===== config.mk =====
export PLATFORM = sky130hd
export DESIGN_NAME = maroc_sc_sequencer
export DESIGN_NICKNAME = d
export VERILOG_FILES = /design/src/rtl/maroc_sc_sequencer.sv
export SDC_FILE = /design/constraint.sdc
export NUM_CORES = 1
export LEC_CHECK = 0
export ABC_AREA = 0
export BUFFER_PORTS_ARGS = -buffer_cell sky130_fd_sc_hd__buf_2
export CAP_MARGIN = 20
export CORE_ASPECT_RATIO = 0.75
export CORE_UTILIZATION = 40
export CTS_CLUSTER_DIAMETER = 60
export CTS_CLUSTER_SIZE = 10
export DETAILED_ROUTE_END_ITERATION = 12
export PLACE_DENSITY_LB_ADDON = 0.3
export REMOVE_ABC_BUFFERS = 1
export SLEW_MARGIN = 20
export SYNTH_ARGS = -nofsm -noshare
export SYNTH_HDL_FRONTEND = slang
export SYNTH_SLANG_ARGS = --single-unit

===== constraint.sdc =====
create_clock -name CK_in -period 1.3 [get_ports CK_in]
set_input_delay 0.26 -clock CK_in [delete_from_list [all_inputs] [get_ports CK_in]]
set_output_delay 0.26 -clock CK_in [all_outputs]
set_load 0.02 [all_outputs]

===== src/rtl/maroc_sc_sequencer.sv =====
// -----------------------------------------------------------------------------
// maroc_sc_sequencer
//
// Control stage sitting directly in front of the MAROC slow-control
// transmitter. A start request runs one complete configuration cycle:
//   1. hold the MAROC SC register in reset (sc_rstn low) for RST_CYCLES clocks;
//   2. drop load for exactly FRAME_BITS clocks so the transmitter shifts the
//      frame out LSB first;
//   3. enable the CK_SC clock gate one clock later, for FRAME_BITS clocks, so
//      it lines up with the transmitter's registered D_SC output;
//   4. signal completion with a one-clock done pulse.
// A running cycle can be cancelled with abort, which returns to idle and
// pulses aborted instead of done.
//
// Ports
//   CK_in     system clock (shared with the transmitter)
//   rst       synchronous, active-high reset
//   start     request a configuration cycle (only honoured while idle)
//   abort     cancel the running cycle (honoured in RESET/SHIFT/TAIL)
//   load      transmitter state input: 1 = parallel reload, 0 = shift
//   sc_rstn   active-low reset to the MAROC SC register
//   ck_sc_en  CK_SC clock-gate enable, high exactly while D_SC is valid
//   busy      high while a cycle is in progress
//   done      one-clock pulse when a full frame has been sent
//   aborted   one-clock pulse after an abort
//   bit_cnt   index of the frame bit being shifted, 0 outside SHIFT
//
// All outputs come straight from flops.
// -----------------------------------------------------------------------------
module maroc_sc_sequencer #(
  parameter int unsigned FRAME_BITS = 829,
  parameter int unsigned RST_CYCLES = 50,
  parameter int unsigned CNT_W      = 10
) (
  input  logic             CK_in,
  input  logic             rst,
  input  logic             start,
  input  logic             abort,
  output logic             load,
  output logic             sc_rstn,
  output logic             ck_sc_en,
  output logic             busy,
  output logic             done,
  output logic             aborted,
  output logic [CNT_W-1:0] bit_cnt
);

  localparam logic [2:0] ST_IDLE  = 3'd0;
  localparam logic [2:0] ST_RESET = 3'd1;
  localparam logic [2:0] ST_SHIFT = 3'd2;
  localparam logic [2:0] ST_TAIL  = 3'd3;
  localparam logic [2:0] ST_DONE  = 3'd4;

  // Terminal counts: counters compare against these and clear, never wrap.
  localparam logic [CNT_W-1:0] RST_LAST   = CNT_W'(RST_CYCLES - 1);
  localparam logic [CNT_W-1:0] FRAME_LAST = CNT_W'(FRAME_BITS - 1);

  logic [2:0]       state_q,    state_d;
  logic [CNT_W-1:0] cnt_q,      cnt_d;
  logic [CNT_W-1:0] bit_cnt_q,  bit_cnt_d;
  logic             load_q,     load_d;
  logic             sc_rstn_q,  sc_rstn_d;
  logic             ck_sc_en_q, ck_sc_en_d;
  logic             busy_q,     busy_d;
  logic             done_q,     done_d;
  logic             aborted_q,  aborted_d;

  // Next-state and next-output logic. Every output flop is loaded with the
  // value it must show in the state being entered, so all outputs change on
  // the same edge as the state register.
  always_comb begin
    state_d    = state_q;
    cnt_d      = '0;
    bit_cnt_d  = '0;
    load_d     = 1'b1;
    sc_rstn_d  = 1'b1;
    ck_sc_en_d = 1'b0;
    busy_d     = 1'b0;
    done_d     = 1'b0;
    aborted_d  = 1'b0;

    case (state_q)
      ST_IDLE: begin
        // abort is not looked at here, so start always wins.
        if (start) begin
          state_d   = ST_RESET;
          sc_rstn_d = 1'b0;
          busy_d    = 1'b1;
        end
      end

      ST_RESET: begin
        if (abort) begin
          state_d   = ST_IDLE;
          aborted_d = 1'b1;
        end else if (cnt_q == RST_LAST) begin
          state_d = ST_SHIFT;
          load_d  = 1'b0;
          busy_d  = 1'b1;
        end else begin
          cnt_d     = cnt_q + 1'b1;
          sc_rstn_d = 1'b0;
          busy_d    = 1'b1;
        end
      end

      ST_SHIFT: begin
        if (abort) begin
          state_d   = ST_IDLE;
          aborted_d = 1'b1;
        end else begin
          // Gate enable is SHIFT delayed by one clock: D_SC is registered in
          // the transmitter, so the bit shifted this cycle is valid next cycle.
          ck_sc_en_d = 1'b1;
          busy_d     = 1'b1;
          if (bit_cnt_q == FRAME_LAST) begin
            state_d = ST_TAIL;
          end else begin
            bit_cnt_d = bit_cnt_q + 1'b1;
            load_d    = 1'b0;
          end
        end
      end

      ST_TAIL: begin
        // One extra clock while the last D_SC bit is clocked out.
        if (abort) begin
          state_d   = ST_IDLE;
          aborted_d = 1'b1;
        end else begin
          state_d = ST_DONE;
          done_d  = 1'b1;
        end
      end

      ST_DONE: begin
        state_d = ST_IDLE;
      end

      default: begin
        state_d = ST_IDLE;
      end
    endcase
  end

  always_ff @(posedge CK_in) begin
    if (rst) begin
      state_q    <= ST_IDLE;
      cnt_q      <= '0;
      bit_cnt_q  <= '0;
      load_q     <= 1'b1;
      sc_rstn_q  <= 1'b1;
      ck_sc_en_q <= 1'b0;
      busy_q     <= 1'b0;
      done_q     <= 1'b0;
      aborted_q  <= 1'b0;
    end else begin
      state_q    <= state_d;
      cnt_q      <= cnt_d;
      bit_cnt_q  <= bit_cnt_d;
      load_q     <= load_d;
      sc_rstn_q  <= sc_rstn_d;
      ck_sc_en_q <= ck_sc_en_d;
      busy_q     <= busy_d;
      done_q     <= done_d;
      aborted_q  <= aborted_d;
    end
  end

  assign load     = load_q;
  assign sc_rstn  = sc_rstn_q;
  assign ck_sc_en = ck_sc_en_q;
  assign busy     = busy_q;
  assign done     = done_q;
  assign aborted  = aborted_q;
  assign bit_cnt  = bit_cnt_q;

endmodule


==> run_results.csv, run 1 <==
group,metric,value,unit
synth,seq_area_frac_synth,47.8,%
clocking,clock_insertion_delay_worst_skew,0.29,ns
timing,timing.final.setup_violations,3,
layout,antenna_fix_cells,0,
timing,finalCritPeriodShare,104,%
routing,wl_per_cell,12.4,um
timing,final.setup_skew,0.00823,ns
timing,unrepaired_setup_endpoints_after_global_routing,"true",
floorplan,floorplan.initialDensity,44.3,%
routing,met2_layer_wire_length_in_the_routed_design,1230,um
power,max-vdd-ir-drop,0.000676,V
min_path,worst_hold_check_path_type,"in -> reg",
timing,worst_slew_margin_rel,76.7,%
layout,layout.nets,182,
timing,fmaxAchievable,737,MHz
global_route,initial_antenna_violation_count,0,
layout,layout_cells_sized_above_1,38.9,%
routing,ant_nets,0,
routing,top_signal_layer_used,"met4",
routing,drt_first_pass_iters,3,
place,io_buf_count,19,
routing,wl_met3,80,um
synth,synth_enable_flop_cells,0,
status,violations,"setup timing",
status,status,"finished with violations",
timing,slew_viol_final,0,
timing,finalHoldViolCount,0,
layout,multi_input_area,699,um2
floorplan,ioPinCount,20,
timing,timing.final.crit_period,1.36,ns
worst_setup_path,worst_setup_path_start_kind,"flop",
global_route,total_routing_resource_utilization_after_global_routing,18.5,%
layout,fillers,227,
floorplan,die-width,65.6,um
synth,synthFlopType,"sky130_fd_sc_hd__dfxtp_1",
clocking,max-clock-path-buffers,2,
floorplan,total_die_area,3260,um2
routing,drc,0,
synth,postSynthCellCount,128,
global_route,number_of_global_route_vias_before_repair,1036,
synth,syn_avg_cell_area,9.48,um2
worst_setup_path,critPathKind,"reg -> reg",
worst_setup_path,cp-end-kind,"flop",
layout,area_delta_synth_final,38.8,%
clocking,cts_max_level,2,
routing,wirelength_met1,1230,um
worst_setup_path,critical_path_required,1.47,ns
routing,via_count,1054,
run,drv_cap,0,
global_route,overflow,0,
power,design_power_total,1730,uW
synth,yosys_warnings,0,
timing,worst_tran_pin_value,0.350,ns
timing,setup_slack,-0.0577,ns
routing,avgViaCountPerCell,5.00,
clocking,clock_sink_count,29,
place,dpl.hpwl,1790,um
power,total_leakage_power,0.000730,uW
global_route,grt_max_degree,14,
worst_setup_path,timing.critical_path.arrival,1.53,ns
worst_setup_path,crit_path_max_fanout,3,
layout,most-common-layout-cells,"sky130_fd_sc_hd__dfxtp_1, sky130_fd_sc_hd__nor2_1, sky130_fd_sc_hd__buf_4",
layout,commonest_non_fill_non_tap_cell_in_the_layout,"sky130_fd_sc_hd__dfxtp_1",
routing,detail_route.wirelength,2620,um
synth,syn-cell-area,1210,um2
global_route,grt_first_pass_wirelength,4420,um
clocking,tritoncts.num_buffers,5,
layout,seq_area,586,um2
clocking,clock-root-buffer,"sky130_fd_sc_hd__clkbuf_8",
synth,synth_cell_type_count,29,
routing,first_iter_violations,52,
layout,final_util,61.4,%
clocking,clkTransAtPathRegs,0.06,ns
floorplan,core-area,2740,um2
power,power_per_cell_area,1030,nW/um2
synth,ys_seq_elements,29,
floorplan,die-height,49.7,um
floorplan,num_rows,16,
clocking,tritoncts,"built",
place,routabilityCongestion,0.798,
synth,async_flop_share,0,%
-- worst max-delay path, stage by stage (launching register included) --
cell	delay, ns
sky130_fd_sc_hd__dfxtp_2	0.32
sky130_fd_sc_hd__inv_2	0.06
sky130_fd_sc_hd__ha_4	0.11
sky130_fd_sc_hd__nor4b_4	0.17
sky130_fd_sc_hd__nand4_1	0.18
sky130_fd_sc_hd__a21bo_1	0.23
sky130_fd_sc_hd__a31o_1	0.18
-- flip-flops by register name (all words and copies together), names as in the netlist --
| signal | cells |
|---|---|
| aborted | 1 |
| busy | 1 |
| sc_rstn | 1 |
| done | 1 |
| load | 1 |
| cnt_q | 10 |
| ck_sc_en | 1 |
| bit_cnt | 10 |
| state_q | 3 |
-- Yosys cell counts (3+ instances only) --
library cell	number	area, um2
sky130_fd_sc_hd__xnor2_1	3	26.3
sky130_fd_sc_hd__nand4_1	6	37.5
sky130_fd_sc_hd__and3_1	7	43.8
sky130_fd_sc_hd__nand3_1	6	30.0
sky130_fd_sc_hd__nor2b_1	4	25.0
sky130_fd_sc_hd__ha_1	4	50.1
sky130_fd_sc_hd__nor2_1	22	82.6
sky130_fd_sc_hd__inv_1	4	15.0
sky130_fd_sc_hd__nand2_1	4	15.0
sky130_fd_sc_hd__dfxtp_1	29	581
sky130_fd_sc_hd__xor2_1	13	114
-- per-layer routing --
metal,global-route usage (%),up-vias
li1,-,530
met1,23.7,504
met2,26.6,13
met3,4.86,7
met4,13.0,0
met5,0,-
-- power by group --
part	internal [uW]	switching [uW]
Clock	370	342
Sequential	902	14.4
Combinational	51.7	47.2
-- area by class of cell --
cell class	count	area share (%)
clock buffers	6	4.31
clock inverters	2	0.594
inverters	4	0.892
multi-input cells	94	41.5
flip-flops and latches	29	34.8
well taps	36	2.67
repair buffers	40	15.2
-- logic make-up after synthesis --
group	synth area share, %
simple gates	29.1
compound gates	5.57
fa+ha+maj	4.12
flops	47.8
buf+inv	1.86
xor+xnor	11.5
-- path summary, 6_finish.rpt --
path	endpoint	from	cells after the start	slack [ns]
min reg2reg	cnt_q[9]	cnt_q[9]	2	0.54
min	load	rst	4	0.36
max reg2reg	state_q[0]	cnt_q[1]	6	-0.06
max	state_q[0]	cnt_q[1]	6	-0.06
-- through the flow --
step / setup WS (ns) / TNS [ns] / instance area (um2) / hold WS, ns / std cells
after floorplan: -0.161 / -0.773 / 1210 / 0.405 / 126
after global placement: -0.0814 / -1.02 / 1500 / 0.507 / 201
after detailed placement: -0.111 / -1.47 / 1500 / 0.521 / 201
after CTS: -0.0627 / -0.0627 / 1670 / 0.326 / 211
after global routing: -0.133 / -1.12 / 1680 / 0.386 / 211
final: -0.0577 / -0.0823 / 1680 / 0.363 / 211
-- timing repair --
action / in CTS / in global routing
pin swaps: 7 / 1
resized for setup: 20 / 5
cloned: 1 / 0
buffers inserted: 1 / 0
hold buffers: 0 / 0
setup endpoints to repair: 23 / 24
(Power assumes the default switching activity.)
==> inputs of run 2 (changes only) <==
--- a/config.mk
+++ b/config.mk
@@ -14,5 +14,4 @@
 export CTS_CLUSTER_SIZE = 10
 export DETAILED_ROUTE_END_ITERATION = 12
-export PLACE_DENSITY_LB_ADDON = 0.3
 export REMOVE_ABC_BUFFERS = 1
 export SLEW_MARGIN = 20
==> constraint.sdc (replaced) <==
create_clock -name CK_in -period 1.3 [get_ports CK_in]
set_input_delay 0.26 -clock CK_in [delete_from_list [all_inputs] [get_ports CK_in]]
set_output_delay 0.26 -clock CK_in [all_outputs]
set_load 0.1 [all_outputs]
==> run_results.csv, run 2 (synthesis gave the netlist of run 1 again) <==
group,metric,value,unit
status,status,"finished with violations",
status,violations,"setup timing",
worst_setup_path,critical_path_required,1.53,ns
timing,timing.final.crit_period,1.48,ns
clocking,clock_sink_count,29,
layout,area_delta_synth_final,64.1,%
worst_setup_path,cp_cell_sequence,"inv_2, ha_4, and4bb_2, nand4_1, buf_6, o22ai_1, a31o_1",
layout,layout_cells_sized_above_1,45.2,%
timing,final.setup_skew,0.00876,ns
place,io_buf_count,19,
floorplan,total_die_area,3260,um2
global_route,grt_first_pass_wirelength,4790,um
timing,unrepaired_setup_endpoints_after_global_routing,"true",
place,dpl.hpwl,1830,um
timing,slew_viol_final,0,
power,total_leakage_power,0.000814,uW
worst_setup_path,critPathKind,"reg -> reg",
power,design_power_total,2190,uW
timing,timing.final.setup_violations,20,
routing,drc,0,
routing,top_signal_layer_used,"met4",
worst_setup_path,crit_path_leading_delay_family,"simple AND/OR/NAND/NOR gates",
run,drv_cap,0,
floorplan,die-height,49.7,um
timing,worst_tran_pin_value,0.484,ns
place,routabilityCongestion,0.770,
power,max-vdd-ir-drop,0.000660,V
worst_setup_path,worst_path_max_delay_cell,"sky130_fd_sc_hd__dfxtp_2",
routing,wl_met3,85,um
worst_setup_path,timing.critical_path.arrival,1.70,ns
routing,wirelength_met1,1310,um
floorplan,die-width,65.6,um
routing,met2_layer_wire_length_in_the_routed_design,1630,um
place,worst_setup_slack_before_clock_tree_synthesis,-0.113,ns
layout,commonest_non_fill_non_tap_cell_in_the_layout,"sky130_fd_sc_hd__dfxtp_1",
power,power_per_cell_area,1100,nW/um2
worst_setup_path,path_buf_inv,2,
global_route,total_routing_resource_utilization_after_global_routing,19.7,%
floorplan,floorplan.initialDensity,44.3,%
clocking,clock-root-buffer,"sky130_fd_sc_hd__clkbuf_8",
routing,ant_nets,0,
routing,wl_per_cell,14.4,um
floorplan,core-area,2740,um2
routing,via_count,1087,
clocking,max-clock-path-buffers,2,
timing,finalCritPeriodShare,114,%
routing,detail_route.wirelength,3060,um
worst_setup_path,worst_setup_path_start_kind,"flop",
global_route,grt_max_degree,14,
routing,avgViaCountPerCell,5.10,
global_route,number_of_global_route_vias_before_repair,1078,
timing,setup_slack,-0.176,ns
global_route,overflow,0,
floorplan,num_rows,16,
timing,fmaxAchievable,677,MHz
global_route,initial_antenna_violation_count,0,
clocking,clock_insertion_delay_worst_skew,0.29,ns
place,post-place-cells,201,
layout,most-common-layout-cells,"sky130_fd_sc_hd__dfxtp_1, sky130_fd_sc_hd__buf_4, sky130_fd_sc_hd__nor2_1",
worst_setup_path,crit_path_max_incr_delay,0.33,ns
clocking,tritoncts.num_buffers,5,
layout,final-instance-count-excl-fill,213,
clocking,cts_max_level,2,
layout,layout.nets,184,
layout,antenna_fix_cells,0,
clocking,clkTransAtPathRegs,0.07,ns
clocking,cts_hold_buffers,0,
worst_setup_path,cp-end-kind,"flop",
floorplan,ioPinCount,20,
clocking,tritoncts,"built",
timing,totalNegativeSetupSlack,-1.48,ns
timing,worst_slew_margin_rel,68.0,%
routing,drt_first_pass_iters,4,
timing,finalHoldViolCount,0,
worst_setup_path,crit_path_max_fanout,4,
routing,first_iter_violations,29,
min_path,worst_hold_check_path_type,"in -> reg",
==> run 2: cell count changes in the layout (fill, tap and decap cells not counted), moves of 2 or more <==
cell,before,now
sky130_fd_sc_hd__clkbuf_4,0,3
sky130_fd_sc_hd__and3_1,7,5
sky130_fd_sc_hd__nor2_2,1,4
sky130_fd_sc_hd__buf_2,19,4
sky130_fd_sc_hd__bufinv_16,0,2
sky130_fd_sc_hd__nor2_1,21,17
sky130_fd_sc_hd__buf_12,0,14
==> run 2: final timing paths <==
kind	start	endpoint	slack (ns)	cells after the start
worst max-delay path	bit_cnt[0]	state_q[0]	-0.18	7
worst min-delay path	rst	load	0.34	4
worst max register to register	bit_cnt[0]	state_q[0]	-0.18	7
worst min register to register	cnt_q[9]	cnt_q[9]	0.53	2
==> run 2: area by class of cell <==
| cell class | count | area (um2) |
|---|---|---|
| Fill cell | 197 | 751 |
| Inverter | 4 | 15.0 |
| Clock buffer | 5 | 68.8 |
| Tap cell | 36 | 45.0 |
| Clock inverter | 3 | 65.1 |
| Timing Repair Buffer | 42 | 484 |
| Multi-Input combinational cell | 94 | 727 |
| Sequential cell | 29 | 587 |
==> run 2: timing repair <==
item	CTS	global route
cloned	1	0
gates resized for setup	16	24
setup buffers	1	2
endpoints found under the setup margin	23	27
pin swaps	10	7
==> run 2: metal layers <==
metal / up-vias / track usage [%]
met5: - / 0
met4: 0 / 7.97
met3: 5 / 6.48
met2: 15 / 31.3
met1: 529 / 24.5
li1: 538 / -
==> run 2: per-stage QoR <==
step	area, um2	util [%]	hold WS, ns
2_1_floorplan	1210	-	0.405
3_3_place_gp	1680	61.1	0.504
3_5_place_dp	1680	61.1	0.509
4_1_cts	1870	68.3	0.342
5_1_grt	1990	72.6	0.376
6_report	1990	72.6	0.345
==> run 2: power by group <==
group	leakage [uW]	total, uW	switching (uW)	internal [uW]
combinational	0.000509	153	94.2	58.8
clock	0.0000681	1120	356	761
sequential	0.000237	919	16.9	902
==> run 2: worst register-to-register path: stages, from the launching register on <==
cell	delay, ns
sky130_fd_sc_hd__dfxtp_2	0.33
sky130_fd_sc_hd__inv_2	0.06
sky130_fd_sc_hd__ha_4	0.12
sky130_fd_sc_hd__and4bb_2	0.23
sky130_fd_sc_hd__nand4_1	0.14
sky130_fd_sc_hd__buf_6	0.18
sky130_fd_sc_hd__o22ai_1	0.17
sky130_fd_sc_hd__a31o_1	0.18
==> inputs of run 3 (changes only) <==
Settings changed: CORE_UTILIZATION 40 to 45, PLACE_DENSITY set to 0.69.
==> run_results.csv, run 3 (synthesis gave the netlist of run 1 again) <==
group,metric,value,unit
status,status,"finished with violations",
status,violations,"setup timing",
timing,final.setup_skew,0.0139,ns
place,io_buf_count,19,
place,dpl_cell_area,1650,um2
power,total_leakage_power,0.000774,uW
power,max-vdd-ir-drop,0.000751,V
floorplan,total_die_area,2910,um2
power,power_per_cell_area,947,nW/um2
layout,commonest_non_fill_non_tap_cell_in_the_layout,"sky130_fd_sc_hd__buf_4",
global_route,grt_first_pass_wirelength,4170,um
floorplan,num_rows,15,
worst_setup_path,critical_path_required,1.52,ns
timing,timing.final.setup_violations,22,
routing,first_iter_violations,44,
global_route,groute.layer.met2.usage,31.5,%
clocking,tritoncts,"built",
timing,fmaxAchievable,691,MHz
global_route,initial_antenna_violation_count,1,
layout,multi_input_area,751,um2
worst_setup_path,cp_cell_sequence,"inv_2, ha_4, and4bb_2, nand4_1, buf_6, buf_12, nand2_8, nor2_2",
layout,fillers,130,
clocking,cts_max_level,2,
timing,slew_viol_final,0,
timing,worst_tran_pin_value,0.404,ns
place,dpl.hpwl,1980,um
global_route,global_route.usage.met1,27.5,%
worst_setup_path,critPathKind,"reg -> reg",
clocking,clock_insertion_delay_worst_skew,0.33,ns
floorplan,die-width,62.0,um
clocking,clock-root-buffer,"sky130_fd_sc_hd__clkbuf_4",
timing,timing.final.crit_period,1.45,ns
global_route,global_route.peak_usage_layer,"met2",
layout,layout.nets,180,
place,routabilityCongestion,0.832,
routing,ant_nets,0,
worst_setup_path,cp-end-kind,"flop",
clocking,tritoncts.num_buffers,5,
routing,detail_route.wirelength,3180,um
routing,avgViaCountPerCell,5.23,
worst_setup_path,timing.critical_path.arrival,1.67,ns
layout,antenna_fix_cells,0,
floorplan,ioPinCount,20,
clocking,max-clock-path-buffers,2,
clocking,clock_sink_count,29,
floorplan,floorplan.initialDensity,50.1,%
floorplan,core-area,2420,um2
worst_setup_path,worst_path_max_delay_cell,"sky130_fd_sc_hd__dfxtp_2",
timing,finalHoldViolCount,0,
timing,unrepaired_setup_endpoints_after_global_routing,"true",
global_route,overflow,0,
clocking,clkTransAtPathRegs,0.09,ns
layout,seq_area,599,um2
routing,drc,0,
routing,via_count,1082,
global_route,grt_max_degree,14,
timing,hold_slack,0.300,ns
worst_setup_path,crit_path_max_incr_delay,0.34,ns
timing,finalCritPeriodShare,111,%
timing,setup_slack,-0.146,ns
floorplan,die-height,47.0,um
worst_setup_path,worst_setup_path_start_kind,"flop",
worst_setup_path,crit_path_max_fanout,5,
min_path,worst_hold_check_path_type,"in -> reg",
clocking,cts_hold_buffers,0,
layout,layout_cells_sized_above_1,48.0,%
global_route,number_of_global_route_vias_before_repair,902,
layout,most-common-layout-cells,"sky130_fd_sc_hd__buf_4, sky130_fd_sc_hd__dfxtp_1, sky130_fd_sc_hd__nor2_1, sky130_fd_sc_hd__buf_12, sky130_fd_sc_hd__xor2_1",
global_route,grt.met3_usage,9.09,%
routing,drt_first_pass_iters,4,
timing,worst_slew_margin_rel,73.0,%
routing,wl_per_cell,15.4,um
layout,area_delta_synth_final,59.6,%
layout,design_area,1940,um2
run,drv_cap,0,
global_route,total_routing_resource_utilization_after_global_routing,21.0,%
## run 3: area by class of cell
class / instances / area share (%)
multi-input cells: 94 / 38.8
flip-flops and latches: 29 / 30.9
repair buffers: 38 / 22.9
clock buffers: 7 / 2.84
well taps: 34 / 2.20
clock inverters: 1 / 1.55
inverters: 4 / 0.775
## run 3: path summary, 6_finish.rpt
kind,cells after the start,endpoint,from,slack (ns)
worst max-delay path,8,bit_cnt[3],bit_cnt[1],-0.15
worst min-delay path,4,load,rst,0.30
worst max register to register,8,bit_cnt[3],bit_cnt[1],-0.15
worst min register to register,2,cnt_q[9],cnt_q[9],0.52
## run 3: timing repair
action | 4_1_cts | 5_1_grt
buffers inserted | 0 | 2
cloned | 0 | 1
gates resized for setup | 16 | 35
pin swaps | 7 | 9
endpoints found under the setup margin | 26 | 29
## run 3: per-stage QoR
stage | setup slack [ns] | power [uW] | setup TNS, ns | util (%) | cells
floorplan | -0.743 | 1030 | -7.86 | - | 126
global placement | -0.0833 | 1080 | -0.142 | 68.2 | 196
detailed placement | -0.163 | 1080 | -0.894 | 68.2 | 196
CTS | -0.0958 | 1850 | -1.03 | 73.6 | 204
global route | -0.212 | 1900 | -3.66 | 80.0 | 207
finish | -0.146 | 1830 | -1.52 | 80.0 | 207
## run 3: worst max-delay path, delay by kind of cell, from the launching register on
family,cells,cell delay (ns)
AND/OR/NAND/NOR,4,0.51
adder cells (fa/ha/maj),1,0.13
flip-flops,1,0.34
buffers and inverters,3,0.36
## run 3: power breakdown
group / switching (uW) / leakage [uW] / internal (uW)
logic: 94.3 / 0.000488 / 60.0
registers: 19.0 / 0.000241 / 897
clock network: 306 / 0.0000455 / 459
## run 3: routing by layer
metal / up-vias / routed length (um)
li1: 525 / -
met1: 516 / 1410
met2: 29 / 1520
met3: 10 / 186
met4: 2 / 53
met5: - / 13
